===== config.mk =====
export PLATFORM = sky130hd
export DESIGN_NAME = montgomery_multiplier
export DESIGN_NICKNAME = d
export VERILOG_FILES = /design/src/rtl/montgomery_multiplier_pkg.sv /design/src/rtl/montgomery_multiplier_step.sv /design/src/rtl/montgomery_multiplier.sv
export SDC_FILE = /design/constraint.sdc
export NUM_CORES = 1
export LEC_CHECK = 0
export CAP_MARGIN = 20
export CORE_MARGIN = 2
export CORE_UTILIZATION = 61
export DETAILED_ROUTE_END_ITERATION = 10
export MAX_ROUTING_LAYER = met4
export PLACE_DENSITY_LB_ADDON = 0.25
export SLEW_MARGIN = 20
export SYNTH_ARGS = -nofsm -noshare
export SYNTH_HDL_FRONTEND = slang
export SYNTH_SLANG_ARGS = --single-unit

===== constraint.sdc =====
create_clock -name clk -period 12.1 [get_ports clk]
set_input_delay 1.21 -clock clk [delete_from_list [all_inputs] [get_ports clk]]
set_output_delay 1.21 -clock clk [all_outputs]
set_load 0.02 [all_outputs]

===== src/rtl/montgomery_multiplier_pkg.sv =====
// Shared constants, FSM state encoding and width helper for the Montgomery multiplier.
package montgomery_multiplier_pkg;

  localparam int BITS_DEFAULT = 16;

  typedef enum logic [1:0] {
    IDLE  = 2'd0,
    CALC  = 2'd1,
    FINAL = 2'd2,
    DONE  = 2'd3
  } state_t;

  // Width of a counter spanning 0..value-1, never narrower than one bit.
  function automatic int clog2(input int value);
    int width;
    width = 0;
    while ((1 << width) < value) begin
      width = width + 1;
    end
    if (width < 1) begin
      width = 1;
    end
    return width;
  endfunction

endpackage


===== src/rtl/montgomery_multiplier_step.sv =====
// One radix-2 Montgomery iteration: add B when the multiplier bit is set, add M to make
// the sum even, then halve. Purely combinational.
module montgomery_multiplier_step
  import montgomery_multiplier_pkg::*;
#(
  parameter int BITS = BITS_DEFAULT
) (
  input  logic [BITS+1:0] p,
  input  logic            a_bit,
  input  logic [BITS-1:0] b,
  input  logic [BITS-1:0] m,
  output logic [BITS+1:0] p_next
);

  logic [BITS+1:0] t;
  logic [BITS+1:0] u;
  logic            q;

  // With P < 2M and B < M every sum stays below 4M, so BITS+2 bits never overflow.
  always_comb begin
    t      = p + (a_bit ? {2'b00, b} : '0);
    q      = t[0];
    u      = t + (q ? {2'b00, m} : '0);
    p_next = u >> 1;
  end

endmodule


===== src/rtl/montgomery_multiplier.sv =====
// Bit-serial Montgomery multiplier S = A*B*2^-BITS mod M with a four-phase go/done handshake.
// Optional MONTGOMERY_INPUT_CHECK_EN adds an err output that flags an even or too-small modulus.
module montgomery_multiplier
  import montgomery_multiplier_pkg::*;
#(
  parameter int BITS = BITS_DEFAULT
) (
  input  logic            clk,
  input  logic            reset,
  input  logic [BITS-1:0] A,
  input  logic [BITS-1:0] B,
  input  logic [BITS-1:0] M,
  input  logic            go,
  output logic            done,
  output logic [BITS-1:0] S
`ifdef MONTGOMERY_INPUT_CHECK_EN
  ,
  output logic            err
`endif
);

  localparam int CW = clog2(BITS);

  state_t          state;
  state_t          state_nxt;
  logic [BITS-1:0] a_reg;
  logic [BITS-1:0] b_reg;
  logic [BITS-1:0] m_reg;
  logic [BITS+1:0] p_reg;
  logic [BITS+1:0] p_step;
  logic [BITS+1:0] p_diff;
  logic [CW-1:0]   i_reg;
  logic            last_iter;
  logic            p_ge_m;
  logic            m_bad;

  montgomery_multiplier_step #(
    .BITS (BITS)
  ) u_step (
    .p      (p_reg),
    .a_bit  (a_reg[i_reg]),
    .b      (b_reg),
    .m      (m_reg),
    .p_next (p_step)
  );

  assign last_iter = (i_reg == CW'(BITS - 1));
  assign p_diff    = p_reg - {2'b00, m_reg};
  assign p_ge_m    = (p_reg >= {2'b00, m_reg});

`ifdef MONTGOMERY_INPUT_CHECK_EN
  assign m_bad = ~M[0] | (M < BITS'(3));
`else
  assign m_bad = 1'b0;
`endif

  always_comb begin
    state_nxt = state;
    case (state)
      IDLE:    if (go) state_nxt = m_bad ? DONE : CALC;
      CALC:    if (last_iter) state_nxt = FINAL;
      FINAL:   state_nxt = DONE;
      DONE:    if (!go) state_nxt = IDLE;
      default: state_nxt = IDLE;
    endcase
  end

  always_ff @(posedge clk) begin
    if (reset) begin
      state <= IDLE;
      a_reg <= '0;
      b_reg <= '0;
      m_reg <= '0;
      p_reg <= '0;
      i_reg <= '0;
      done  <= 1'b0;
      S     <= '0;
`ifdef MONTGOMERY_INPUT_CHECK_EN
      err   <= 1'b0;
`endif
    end else begin
      state <= state_nxt;
      case (state)
        IDLE: begin
          if (go) begin
            a_reg <= A;
            b_reg <= B;
            m_reg <= M;
            p_reg <= '0;
            i_reg <= '0;
            // A rejected modulus skips straight to DONE with a zero result.
            if (m_bad) begin
              S    <= '0;
              done <= 1'b1;
`ifdef MONTGOMERY_INPUT_CHECK_EN
              err  <= 1'b1;
`endif
            end
          end
        end
        CALC: begin
          p_reg <= p_step;
          i_reg <= i_reg + CW'(1);
        end
        FINAL: begin
          S    <= p_ge_m ? p_diff[BITS-1:0] : p_reg[BITS-1:0];
          done <= 1'b1;
        end
        DONE: begin
          if (!go) begin
            done <= 1'b0;
`ifdef MONTGOMERY_INPUT_CHECK_EN
            err  <= 1'b0;
`endif
          end
        end
        default: ;
      endcase
    end
  end

endmodule


=== After elaboration in Yosys (flattened, before gate mapping) ===
Cells that the tools add are included.

* Bits in registers: 89
* Logic and storage cells: 43

* Mux-type cells: 15
* $add $sub $neg: 4
* Magnitude comparators: 2
* Equality and inequality tests: 7
* Reduce and logical (&&, ||, !) cells: 7

{| class="wikitable"
|+ Operator list
! operator !! number
|-
| 16-bit 2-to-1 mux || 3
|-
| 18-bit one-hot mux with 2 select lines || 1
|-
| 18-bit by 16-bit adder with 18-bit output || 1
|-
| 18-bit adder || 1
|-
| 18-bit by 16-bit >= comparator with 1-bit output || 1
|-
| 18-bit 2-to-1 mux || 1
|-
| 16-bit subtractor || 1
|-
| 2-bit one-hot mux with 4 select lines || 1
|-
| 4-bit one-hot mux with 2 select lines || 1
|-
| 2-bit 2-to-1 mux || 3
|-
| 2-bit != test, second input constant || 3
|-
| 2-bit AND reduction || 3
|-
| 4-bit by 5-bit < comparator with 1-bit output, second input constant || 1
|-
| 4-bit by 1-bit adder with 4-bit output, second input constant || 1
|-
| 1-bit binary-select mux with 4-bit select || 1
|-
| 2-bit equality test, second input constant || 2
|-
| 4-bit equality test, second input constant || 1
|-
| 4-bit 2-to-1 mux || 1
|-
| 2-bit nonzero test || 2
|-
| 3-bit AND reduction || 1
|-
| 2-bit by 1-bit equality test with 1-bit output, second input constant || 1
|-
| 2-bit zero test || 1
|-
| 1-bit 2-to-1 mux || 2
|-
| 1-bit one-hot mux with 2 select lines || 1
|}

=== Logic depth before layout (Yosys ltp) ===
* Depth after elaboration: 7
* Gate-level depth with buffers: 23
* Depth with buffers taken out: 21

=== Cells and area by module ===
Synthesis repeated with hierarchy kept, for this count alone.

* Cells, all modules: 773
* Area, all modules: 6189.7 um^2

{| class="wikitable"
|+ Modules (own cells, without submodules)
! module !! cells an instance !! area an instance (um^2) !! instances !! sequential area each (um^2)
|-
| montgomery_multiplier || 532 || 4439.3 || 1 || 1781.7
|-
| montgomery_multiplier_step || 241 || 1750.4 || 1 || 0.0
|}

=== Worst setup path after synthesis ===
Ideal clock, no wire load.

* Kind: register to register
* Start point: reg i_reg[0]
* End point: reg p_reg[14]
* Clock period less this slack: 4.901 ns
* Data required time: 11.983 ns
* Path slack: 7.199 ns
* Cell stages (with the launch flop): 24
* Data arrival time: 4.784 ns
* Path through: dfxtp_1 > clkbuf_1 > mux4_2 > mux4_2 > clkbuf_1 > and2_1 > ha_1 > inv_1 > fa_1 > nor2b_1 > o31a_1 > o41ai_2 > o21ba_2 > xnor2_1 > ha_1 > a21o_1 > a21o_1 > a21oi_1 > nand2_1 > o211ai_1 > nand2b_1 > a21oi_1 > xnor2_1 > a22o_1

* Longest elaborated chain between the ends: 7

{| class="wikitable"
|+ RTL lines
! what !! RTL line !! RTL
|-
| start: declaration || montgomery_multiplier.sv:32 || <nowiki>logic [CW-1:0] i_reg;</nowiki>
|-
| start signal: assignment || montgomery_multiplier.sv:103 || <nowiki>i_reg <= i_reg + CW'(1);</nowiki>
|-
| 1-bit binary-select mux with 4-bit select * || montgomery_multiplier.sv:41 || <nowiki>.a_bit (a_reg[i_reg]),</nowiki>
|-
| 1-bit 2-to-1 mux (not written as such) * || montgomery_multiplier.sv:41 ||
|-
| 16-bit 2-to-1 mux * || montgomery_multiplier_step.sv:21 || <nowiki>t = p + (a_bit ? {2'b00, b} : '0);</nowiki>
|-
| 18-bit by 16-bit adder with 18-bit output * || montgomery_multiplier_step.sv:21 ||
|-
| 16-bit 2-to-1 mux || montgomery_multiplier_step.sv:23 || <nowiki>u = t + (q ? {2'b00, m} : '0);</nowiki>
|-
| 18-bit adder * || montgomery_multiplier_step.sv:23 ||
|-
| 18-bit one-hot mux with 2 select lines * || montgomery_multiplier.sv:83 || <nowiki>case (state)</nowiki>
|-
| end signal: assignment || montgomery_multiplier.sv:102 || <nowiki>p_reg <= p_step;</nowiki>
|-
| end: declaration || montgomery_multiplier.sv:29 || <nowiki>logic [BITS+1:0] p_reg;</nowiki>
|}

Mark *: on every way between the ends. The rest lies on a longest branch, timed or not. The select of a mux whose other input is x is not followed.
A chain may end at the register's enable or synchronous reset.

=== Worst setup path after layout ===
* Start point: reg i_reg[0]
* End point: reg p_reg[16]

Same word-level chain as after synthesis.

==> summary.md <==
| Metric | Value |
|---|---|
| Clk sinks | 88 |
| Commonest non-fill, non-tap cell in the layout | nand2_1 |
| Logic pwr share | 47.5% |
| Final min period | 5.34 ns |
| Largest stage delay on the critical path | 0.63 ns |
| Layout cells sized above 1 | 5.14% |
| Post-synth EDFFs | 0 |
| Max VDD drop | 0.0881 mV |
| Critical path data required time | 12.37 ns |
| Setup violations, final | 0 |
| Crit path DAT | between 5 and 6 ns |
| CTS max path bufs | 2 |
| DP Cell Count | 910 |
| Crit-path leading delay family | compound AO/OA/AOI/OAI gates |
| Max Cap Violations | 0 |
| Drt first pass iters | 5 |
| Commonest cells after routing, fill and taps aside | nand2_1, a21oi_1, dfxtp_1, nor2_1, clkdlybuf4s50_1 |
| Layout net count | 898 |
| HPWL after detailed placement | 10.7 mm |
| Die width | ~100 um |
| Fin crit share | 44.2% |
| GRT overflow | 0 |
| Flop pwr share | 35.0% |
| PwrDens | 162 mW/mm^2 |
| Area leader, netlist | dfxtp_1 |
| RSZ-0062 raised after global routing | false |
| Post-synthesis cell count | 739 |
| Die area | 0.0103 mm^2 |
| Finished Layout Cells | about 930 |
| Total Wirelength | about 14 mm |
| Buf/Inv on CP | 1 |
| Worst path slowest cell | mux4_2 |
| Worst skew pair latency | 0.35 ns |
| Crit-path max FO | 16 |
| Max FFs per register | 17 |
| CTS buffer count | 9 |
| Cell area after synthesis | 0.00581 mm^2 |
| DR top layer | met4 |
| Slew Viols, Final | 0 |
| Clock network fraction of total power | 17.5% |
| Port buffer count | 67 |
| Clock slew seen by the registers of the worst setup and hold paths | 0.10 ns |
| Crit path launch type | flip-flop |
| Max Freq | between 150 and 200 MHz |
| Post-CTS sizing | 0 |
| Vias after detailed routing | 5,292 |
| Cell Int Power | 0.639 mW |
| Dominant synthesized flop cell | dfxtp_1 |
| Area contributors post-synth | dfxtp_1, ha_1, nand2_1, a21oi_1, nor2_1 |
| Clock root buffer | clkbuf_8 |
| Cell Rows | 35 |
| Clock Skew | 0.0110 ns |
| Status | finished, final reports clean |
| CTS tree | yes |
| DIE HEIGHT | 102 um |
| Mean area per synthesized cell | 7.87 um^2 |
| Routed wl met2 | 6.21 mm |
| Final hold vios | 0 |
| Setup Buffers After CTS | 0 |
| FF+latch count, synth | slightly below 90 |
| Vias in the first global route | 5,019 |
| Largest net degree at the start of global routing | 86 |
| Ordered list of cells on the worst path | mux4_2 -> mux4_2 -> and2_1 -> ha_1 -> inv_1 -> fa_1 -> nor2b_1 -> o31a_1 -> o41ai_2 -> o21ba_2 -> xnor2_1 -> ha_1 -> a21o_1 -> a21o_1 -> a21oi_1 -> nand2_1 -> o211ai_1 -> o21ai_0 -> nand4_1 -> a21oi_1 -> o32ai_1 |
| LEAKAGE | between 2 and 3 nW |
| Initial antenna violation count | 0 |
| Final ANT Viol Nets | 0 |
| DRC | 0 |
| Core Footprint | 0.00924 mm^2 |
| Synth-to-Final Area Change | 15.7% |
| H-Tree Depth | 3 |
| All-Layer GR Usage | 29.2% |
| Kind of critical path | reg -> reg |
| Setup TNS Final | 0 ns |
| I/O Pins | 68 |
| Initial Util | between 60% and 70% |
| DR WL met3 | around 790 um |
| DR vias/cell | about 5.7 |
| Sw frac | 41.4% |
| Seq/Total Area, Yosys | 30.3% |
| # diodes | 0 |
| Fillers | 744 |
| CP Capture Type | flip-flop |
| Metal1 wirelength | between 6 and 7 mm |
| First-pass GRT wire length | approximately 23 mm |
| Ys async rst share | 0% |
| Synth Net Count | roughly 850 |
| Synth Warn # | 0 |
| Placer congestion estimate | 0.943 |
| Worst min-delay path category | reg -> reg |
| Initial DRC Count | 239 |
| Wire length per cell | ~15 um |
| P_sw | ~0.45 mW |
| Max_slew headroom | a little under two fifths |
| Hold Buf Count CTS | 0 |
| Netlist cell types | 54 |
| Share of the synthesized area in the top cell type | 30.3% |
| Tightest Pin Transition | 0.925 ns |
cell type report:
type                            instances  area (um^2)  share of cell area, %
Timing Repair Buffer                   72          703                   10.5
Sequential cell                        88         1760                   26.2
Clock buffer                            9          124                   1.84
Clock inverter                          7         61.3                  0.911
Inverter                               33          124                   1.84
Multi-Input combinational cell        588         3790                   56.4
Tap cell                              129          161                   2.40
power groups by stage:
stage	Sequential, mW	Clock (mW)	Combinational [mW]
after floorplan	0.397	0	0.377
after global placement	0.387	0	0.496
after detailed placement	0.389	0	0.515
after CTS	0.382	0.196	0.517
after global routing	0.389	0.209	0.571
final	0.382	0.191	0.517
cell usage after synthesis (all sizes together), types with 2 or more instances:
library cell	instances
nand2	128
a21oi	90
dfxtp	88
nor2	66
ha	52
and2	33
inv	33
o21ai	26
xnor2	25
clkbuf	23
a211oi	19
mux2i	16
nand2b	12
nand3	12
nor3	11
o21a	11
a21o	10
a22oi	10
buf	7
xor2	7
nor2b	6
a32oi	5
and3	5
mux4	5
a22o	4
a31oi	3
fa	3
nand4	3
o211ai	3
a311o	2
and4	2
mux2	2
nor4	2
o31a	2
o41ai	2
or2	2
or3	2
tightest hold or removal path: cells and delay by family, from the launching register on:
family	cells	cell delay, ns
AOI/OAI and AO/OA	1	0.05
DFF	1	0.32
and+or+nand+nor	1	0.05
cell families (layout without fill, tap and decap cells):
group           count (synthesis)  count (layout)  share of synthesized area [%]
compound gates                194             194                           21.1
xor+xnor                       32              32                           4.82
fa+ha+maj                      55              55                           12.2
buf+inv                        63             121                           4.48
flops                          88              88                           30.3
mux                            23              23                           5.08
simple gates                  284             284                           22.0
metrics by stage:
stage                     setup slack [ns]  hold slack [ns]  instance area [um^2]  util, %  total power, mW
after floorplan                       7.20            0.432                  5810        -            0.774
after global placement                7.08            0.439                  6540     70.8            0.884
after detailed placement              6.88            0.444                  6540     70.8            0.904
after CTS                             6.83            0.457                  6730     72.8             1.10
after global routing                  6.37            0.481                  6730     72.8             1.17
final                                 6.76            0.456                  6730     72.8             1.09
final timing paths:
check                        start                     end  slack (ns)  depth (start not counted)
min reg2reg  b_reg[7]$_SDFFE_PP0P_   b_reg[7]$_SDFFE_PP0P_        0.46                          2
max reg2reg  i_reg[0]$_SDFFE_PP0P_  p_reg[16]$_SDFFE_PP0P_        6.76                         21
max          i_reg[0]$_SDFFE_PP0P_  p_reg[16]$_SDFFE_PP0P_        6.76                         21
min          b_reg[7]$_SDFFE_PP0P_   b_reg[7]$_SDFFE_PP0P_        0.46                          2
metal layers:
layer	vias to the layer above	GRT usage, %
li1	2679	-
met1	2400	39.3
met2	191	45.0
met3	22	3.45
met4	0	10.9
met5	-	-
Note: power is estimated with default switching activity, not from simulation.
